==> src/rtl/edsac_io_pkg.sv <==
// rtl/edsac_io_pkg.sv - EDSAC I/O shared types and word geometry (reader and printer)
package edsac_io_pkg;

  localparam int CHAR_W      = 5;
  localparam int WORD_DIGITS = 36;

  typedef enum logic [2:0] {
    RDR_IDLE,
    RDR_REQ,
    RDR_SETTLE,
    RDR_ALIGN,
    RDR_SHIFT,
    RDR_DONE,
    RDR_FAULT
  } rdr_state_t;

endpackage

==> src/rtl/tape_reader.sv <==
// rtl/tape_reader.sv - EDSAC 5-hole tape reader serving the I order
// Optional TAPE_BLANK_SKIP_EN: blank (zero) characters are consumed without a store write.
module tape_reader
  import edsac_io_pkg::*;
#(
  parameter int SETTLE_CYCLES = 40
) (
  input  logic              clk,
  input  logic              rst_n,
  input  logic              op_i,
  input  logic              d0,
  input  logic              tape_valid,
  input  logic [CHAR_W-1:0] tape_data,
  input  logic              tape_eot,
  output logic              tape_ready,
  output logic              rdr_busy,
  output logic              stop_one_c,
  output logic              rdr_gate,
  output logic              rdr_bit,
  output logic              rdr_done,
  output logic              tape_fault
);

  localparam int CNT_W = (SETTLE_CYCLES > 1) ? $clog2(SETTLE_CYCLES) : 1;
  localparam int DIG_W = $clog2(WORD_DIGITS);
  localparam logic [CNT_W-1:0] CNT_LAST = CNT_W'(SETTLE_CYCLES - 1);
  localparam logic [DIG_W-1:0] DIG_LAST = DIG_W'(WORD_DIGITS - 1);

  rdr_state_t        state_q, state_d;
  logic              armed_q, armed_d;
  logic [CNT_W-1:0]  cnt_q, cnt_d;
  logic [DIG_W-1:0]  digit_q, digit_d;
  logic [CHAR_W-1:0] char_q, char_d;
  logic              ready_q, ready_d;
  logic              busy_q, busy_d;
  logic              gate_q, gate_d;
  logic              bit_q, bit_d;
  logic              done_q, done_d;
  logic              fault_q, fault_d;
  logic              blank;

  always_comb begin
    state_d = state_q;
    armed_d = armed_q | ~op_i;
    cnt_d   = cnt_q;
    digit_d = digit_q;
    char_d  = char_q;
    blank   = 1'b0;
`ifdef TAPE_BLANK_SKIP_EN
    blank   = (tape_data == '0);
`endif
    unique case (state_q)
      RDR_IDLE: begin
        if (op_i && armed_q) begin
          state_d = RDR_REQ;
          armed_d = 1'b0;
        end
      end
      RDR_REQ: begin
        // A present character beats end-of-tape; blanks keep the request open.
        if (tape_valid) begin
          if (!blank) begin
            char_d  = tape_data;
            cnt_d   = '0;
            state_d = RDR_SETTLE;
          end
        end else if (tape_eot) begin
          state_d = RDR_FAULT;
        end
      end
      RDR_SETTLE: begin
        if (cnt_q == CNT_LAST) state_d = RDR_ALIGN;
        else                   cnt_d   = cnt_q + 1'b1;
      end
      RDR_ALIGN: begin
        if (d0) begin
          state_d = RDR_SHIFT;
          digit_d = '0;
        end
      end
      RDR_SHIFT: begin
        if (digit_q == DIG_LAST) begin
          state_d = RDR_DONE;
          digit_d = '0;
        end else begin
          digit_d = digit_q + 1'b1;
        end
      end
      RDR_DONE:  state_d = RDR_IDLE;
      RDR_FAULT: state_d = RDR_FAULT;
      default:   state_d = RDR_IDLE;
    endcase
  end

  // Outputs are decoded from the next state so each flop lines up with its state.
  always_comb begin
    ready_d = (state_d == RDR_REQ);
    busy_d  = (state_d != RDR_IDLE);
    gate_d  = (state_d == RDR_SHIFT);
    done_d  = (state_d == RDR_DONE);
    fault_d = (state_d == RDR_FAULT);
    bit_d   = 1'b0;
    for (int i = 0; i < CHAR_W; i++) begin
      if (gate_d && (digit_d == DIG_W'(i))) bit_d = char_d[i];
    end
  end

  always_ff @(posedge clk or negedge rst_n) begin
    if (!rst_n) begin
      state_q <= RDR_IDLE;
      armed_q <= 1'b1;
      cnt_q   <= '0;
      digit_q <= '0;
      char_q  <= '0;
      ready_q <= 1'b0;
      busy_q  <= 1'b0;
      gate_q  <= 1'b0;
      bit_q   <= 1'b0;
      done_q  <= 1'b0;
      fault_q <= 1'b0;
    end else begin
      state_q <= state_d;
      armed_q <= armed_d;
      cnt_q   <= cnt_d;
      digit_q <= digit_d;
      char_q  <= char_d;
      ready_q <= ready_d;
      busy_q  <= busy_d;
      gate_q  <= gate_d;
      bit_q   <= bit_d;
      done_q  <= done_d;
      fault_q <= fault_d;
    end
  end

  assign tape_ready = ready_q;
  assign rdr_busy   = busy_q;
  assign stop_one_c = busy_q;
  assign rdr_gate   = gate_q;
  assign rdr_bit    = bit_q;
  assign rdr_done   = done_q;
  assign tape_fault = fault_q;

endmodule

==> config.mk <==
export PLATFORM = sky130hd
export DESIGN_NAME = tape_reader
export DESIGN_NICKNAME = d
export VERILOG_FILES = /design/src/rtl/edsac_io_pkg.sv /design/src/rtl/tape_reader.sv
export SDC_FILE = /design/constraint.sdc
export NUM_CORES = 1
export LEC_CHECK = 0
export ABC_AREA = 0
export CAP_MARGIN = 15
export CORE_MARGIN = 10
export CORE_UTILIZATION = 50
export CTS_BUF_LIST = sky130_fd_sc_hd__clkbuf_8
export CTS_CLUSTER_SIZE = 28
export DETAILED_ROUTE_END_ITERATION = 10
export GPL_TIMING_DRIVEN = 0
export PLACE_DENSITY_LB_ADDON = 0.1
export RECOVER_POWER = 25
export SLEW_MARGIN = 5
export SYNTH_ARGS = -nofsm -noshare
export SYNTH_HDL_FRONTEND = slang
export SYNTH_SLANG_ARGS = --single-unit
==> constraint.sdc <==
create_clock -name clk -period 2.4 [get_ports clk]
set_input_delay 0.24 -clock clk [delete_from_list [all_inputs] [get_ports clk]]
set_output_delay 0.24 -clock clk [all_outputs]
set_load 0.1 [all_outputs]
# [Yosys cells after proc, flatten, opt, wreduce, memory -nomap -nowiden]
# Cells that the tools add are included.
[totals] regBits=27 output_inout_bits=7 word_cells=65
[classes] addsub=2 n_eq_ne=17 n_mux=22 n_bitwise=2 n_reduce_logical=11
[op_table] cell="2-to-1 mux 6 bit" n=4
[op_table] cell="case mux 6 bit (2 select lines)" n=2
[op_table] cell="2-to-1 mux 3 bit" n=6
[op_table] cell="case mux 3 bit (6 select lines)" n=1
[op_table] cell="equality test 3 bit (second input constant)" n=5
[op_table] cell="adder 6 x 1 -> 6 bit (second input constant)" n=2
[op_table] cell="equality test 6 x 2 -> 1 bit (second input constant)" n=2
[op_table] cell="equality test 6 bit (second input constant)" n=2
[op_table] cell="2-to-1 mux 5 bit" n=2
[op_table] cell="2-to-1 mux 1 bit" n=7
[op_table] cell="equality test 3 x 1 -> 1 bit (second input constant)" n=2
[op_table] cell="equality test 3 x 2 -> 1 bit (second input constant)" n=2
[op_table] cell="equality test 6 x 1 -> 1 bit (second input constant)" n=1
[op_table] cell="equality test 6 x 3 -> 1 bit (second input constant)" n=1
[op_table] cell="logical AND 1 bit" n=6
[op_table] cell="logical NOT 6 bit" n=1
[op_table] cell="!= test 2 bit (second input constant)" n=2
[op_table] cell="logical NOT 3 bit" n=1
[op_table] cell="AND reduction 3 bit" n=1
[op_table] cell="nonzero test 3 bit" n=1
[op_table] cell="nonzero test 2 bit" n=1
[op_table] cell="NOT 1 bit" n=1
[op_table] cell="bitwise OR 1 bit" n=1

# [Depth between registers and ports, before layout]
[logic_depth] word_depth=10 ltp_mapped=9 mapped_depth_nobuf=8

# [Worst setup path after synthesis]
# Ideal clock, no wire load.
[synth_path] path_kind="reg-to-reg" startpoint="register state_q[0]" endpoint="register bit_q (netlist: rdr_bit)" setup_time_ns=0.067 t_arrival_ns=1.739 t_required_ns=2.333 slack_ns=0.594 path_stages_with_launch=9 n_path_buf=2 synth_period_minus_slack_ns=1.806 cell_sequence="dfrtp_1 buf_6 or3b_1 buf_2 and2_4 nand2b_4 o22a_4 nor3_2 o2111a_1"
[synth_via] word_cells_on_any_way=31
[synth_rtl] element="from (decl)" line="tape_reader.sv:29" rtl="rdr_state_t state_q, state_d;"
[synth_rtl] element="from (signal assigned)" line="tape_reader.sv:122" rtl="state_q <= state_d;"
[synth_rtl] element="equality test 3 bit / equality test 3 x 2 -> 1 bit (equally long branches)" line="tape_reader.sv:52" rtl="unique case (state_q)"
[synth_rtl] element="case mux 6 bit (2 select lines) *" line="tape_reader.sv:52"
[synth_rtl] element="via digit_d[5]" line="tape_reader.sv:32" rtl="logic [DIG_W-1:0] digit_q, digit_d;"
[synth_rtl] element="logical NOT 6 bit" line="tape_reader.sv:104" rtl="if (gate_d && (digit_d == DIG_W'(i))) bit_d = char_d[i];"
[synth_rtl] element="logical AND 1 bit" line="tape_reader.sv:104"
[synth_rtl] element="2-to-1 mux 1 bit (4 in a row)" line="tape_reader.sv:104"
[synth_rtl] element="2-to-1 mux 1 bit *" line="tape_reader.sv:104"
[synth_rtl] element="via bit_d" line="tape_reader.sv:37" rtl="logic bit_q, bit_d;"
[synth_rtl] element="to (signal assigned)" line="tape_reader.sv:130" rtl="bit_q <= bit_d;"
[synth_rtl] element="to (decl)" line="tape_reader.sv:37"
# Mark *: on every way through the listed nets, which the timed path passes. The rest lies on a longest branch.
# A chain may end at the register's enable or synchronous reset.

# [Final worst setup path]
[layout_path] startpoint="register busy_q (netlist: rdr_busy)" endpoint="output stop_one_c"
[layout_rtl] element="from (decl)" line="tape_reader.sv:35" rtl="logic busy_q, busy_d;"
[layout_rtl] element="from (signal assigned)" line="tape_reader.sv:128" rtl="busy_q <= busy_d;"
[layout_rtl] element="to (decl)" line="tape_reader.sv:17" rtl="output logic stop_one_c,"
# No word-level cell between the ends.

==> run summary <==
End of the worst register-to-register path: rdr_bit
EDFF count, synth: 0
Max Cap Viol: 0
CTS clk-pin slew, worst paths: 0.10 ns
Avg Cell Area, Syn: 10.56 sq um
Syn Nets: 143
LEAKAGE: 0.7230 nW
Worst path slowest cell: clkdlybuf4s50_1
M3 GR Usage: 0.02993
Routed Wire Length: 2760 um
Largest net degree at the start of global routing: 28
Startpoint types: register
Worst-path fanout max: 2
TNS Setup: 0 ns
Fin crit share: 0.8736
Via count: 1010
Dpl cell area: 1580 sq um
Port Buffers: 17
Outcome: completed
Seq cells post-synth: 27
Critical path arrival: 1.86 ns
Setup repair bufs after CTS: 0
Routed Antenna Nets: 0
Final Critical Period: 2.097 ns
Clock root cell: clkbuf_8
Maximum vdd drop: 888.2 uV
Critical R2R Launch: digit_q[0]
Peak Freq: 0.4770 GHz
Violation count after the first detailed-route iteration: 66
Design area: 1633 sq um
# DRC: 0
Clock sinks: 27
Dominant synthesized flop cell: dfrtp_1
Worst Reg2Reg Path Length in Cells: 7
Initial Utilization: 0.5393
IO Count: 18
# setup viols final: 0
HPWL after DPL: 2058 um
R2R setup slack: 0.37 ns
Total die area: 5241 sq um
Worst hold path type: primary input to async pin
CTS buffer count: 3
Setup CP Type: register to output pin
Commonest non-fill, non-tap cell in the layout: dfrtp_1
Commonest non-fill, non-tap cells in the layout: 26 x dfrtp_1, 17 x nor2_1, 16 x clkdlybuf4s50_1
Area growth syn-to-layout: 18.96%
WL per Instance: 15.16 um
Global route overflow: 0
Rel. slew slack: 0.2641
Height of the die: 72.40 um
DRT Pass-1 Iters: 4
Initial antenna violation count: 0
Hold violation total from the final report: 0
M1 GR Usage: 0.1247
Worst EP required: 2.16 ns
Fillers: 219
RSZ-0062 raised after global routing: false
Vias in the first global route: 1050
Final Max Slew Viols: 0
CTS tree: yes
GP Congestion: 0.8387
Clk buf depth: 2
Total track usage: 0.1103
Antenna cell count: 0
Site row count: 18
Worst-Margin Slew: 1.104 ns
Pwr Density: 1122 nW/um^2
Die width: 72.40 um
Cells after Synth: 130
Pre-CTS setup slack: 0.2720 ns
Layout cell share with drive strength beyond 1: 0.1645
Synth warnings: 0
Met2 Usage GRT: 0.1895
CTS H-Tree Depth: 1
Final Core Density: 0.6416
First-pass GRT wire length: 4685 um
Asr flop ratio synth: 1.000
Post-Syn Area: 1373 sq um
Clk_lat worst skew: 0.28 ns
Total Nets Final: 166
CP Cell Sequence: buf_4 -> clkdlybuf4s50_1
Final WS setup: 0.3035 ns
Netlist cell types: 43
Seq/Total Area, Yosys: 0.4932
Floorplan core area: 2545 sq um
Worst setup EP type: output pin
Layout Skew: 0.01083 ns
Vias per std cell: 5.549
Post-CTS sizing: 0
Hold Buf Count CTS: 0
Largest stage delay, worst path: 1.13 ns
Global routing's busiest layer: met2
==> worst max-delay path by stage <==
stage / start / cells past startpoint / to / slack [ns]
floorplan: state_q[0] / 8 / rdr_bit / 0.59
global placement: tape_valid / 7 / rdr_bit / 0.27
detailed placement: tape_valid / 7 / rdr_bit / 0.27
CTS: rdr_busy / 2 / stop_one_c / 0.28
global route: state_q[2] / 7 / cnt_q[3] / 0.22
finish: rdr_busy / 2 / stop_one_c / 0.30
==> sequential cells by signal (all words and copies together), names as in the netlist <==
name / cells
armed_q: 1
digit_q: 6
tape_fault: 1
rdr_busy: 1
rdr_done: 1
rdr_gate: 1
state_q: 3
tape_ready: 1
char_q: 5
cnt_q: 6
rdr_bit: 1
==> metrics by stage <==
stage	std cells	hold slack, ns	power [W]
global placement	177	0.4762	0.001533
detailed placement	177	0.4874	0.001564
global route	182	0.2717	0.001959
floorplan	130	-0.05559	0.001369
finish	182	0.2591	0.001832
CTS	181	0.4944	0.001840
==> cell usage after synthesis, types with 2 or more instances <==
cell type | instances | area [sq um]
xor2_1 | 3 | 26.28
nand2_1 | 10 | 37.54
nor4_1 | 2 | 12.51
nor3b_1 | 3 | 22.52
nand3_1 | 4 | 20.02
buf_6 | 2 | 22.52
nor3_1 | 2 | 10.01
nor3_2 | 2 | 20.02
mux2i_1 | 3 | 30.03
dfrtp_1 | 26 | 650.6
nor2_1 | 17 | 63.81
buf_4 | 2 | 15.01
inv_1 | 6 | 22.52
mux2_2 | 5 | 56.30
a21oi_1 | 3 | 15.01
nand2b_1 | 3 | 18.77
o21ai_0 | 6 | 30.03
o31ai_1 | 3 | 22.52
and3_1 | 2 | 12.51
buf_2 | 2 | 10.01
ha_1 | 2 | 25.02
==> kinds of logic after synthesis <==
| kind of cell | share of synthesized area |
|---|---|
| AO/OA/AOI/OAI | 0.1076 |
| XOR/XNOR | 0.02553 |
| adder cells (fa/ha/maj) | 0.01823 |
| AND/OR/NAND/NOR | 0.2416 |
| buffers and inverters | 0.05104 |
| multiplexers | 0.06290 |
| flip-flops | 0.4932 |
==> where the power goes <==
part | switching, W | internal [W] | total (W)
logic | 0.000495 | 0.000323 | 0.000818
registers | 0.000129 | 0.000616 | 0.000745
clock network | 0.000151 | 0.000118 | 0.000269
total | 0.000775 | 0.00106 | 0.00183
==> cell type report <==
cell class	instances	area, sq um	share of cell area
flip-flops and latches	27	676.9	0.4146
multi-input cells	91	625.6	0.3831
repair buffers	18	173.9	0.1065
plain buffers	6	47.55	0.02912
clock buffers	3	41.29	0.02529
well taps	30	37.54	0.02299
inverters	6	22.52	0.01379
clock inverters	1	7.507	0.004598
==> worst max-delay path, delay by kind of cell (launching register included) <==
kind / cells / cell delay, ns
flops: 1 / 0.35
buf+inv: 2 / 1.23
==> routing by layer <==
layer  up-vias  share of wire  routed length (um)
met5         -              0                   0
met4         0          0.017                  46
met3         5          0.055                 153
met2        18           0.49                1363
met1       486           0.43                1196
li1        501              -                   -
No activity file was read; power rests on OpenSTA's default activity.
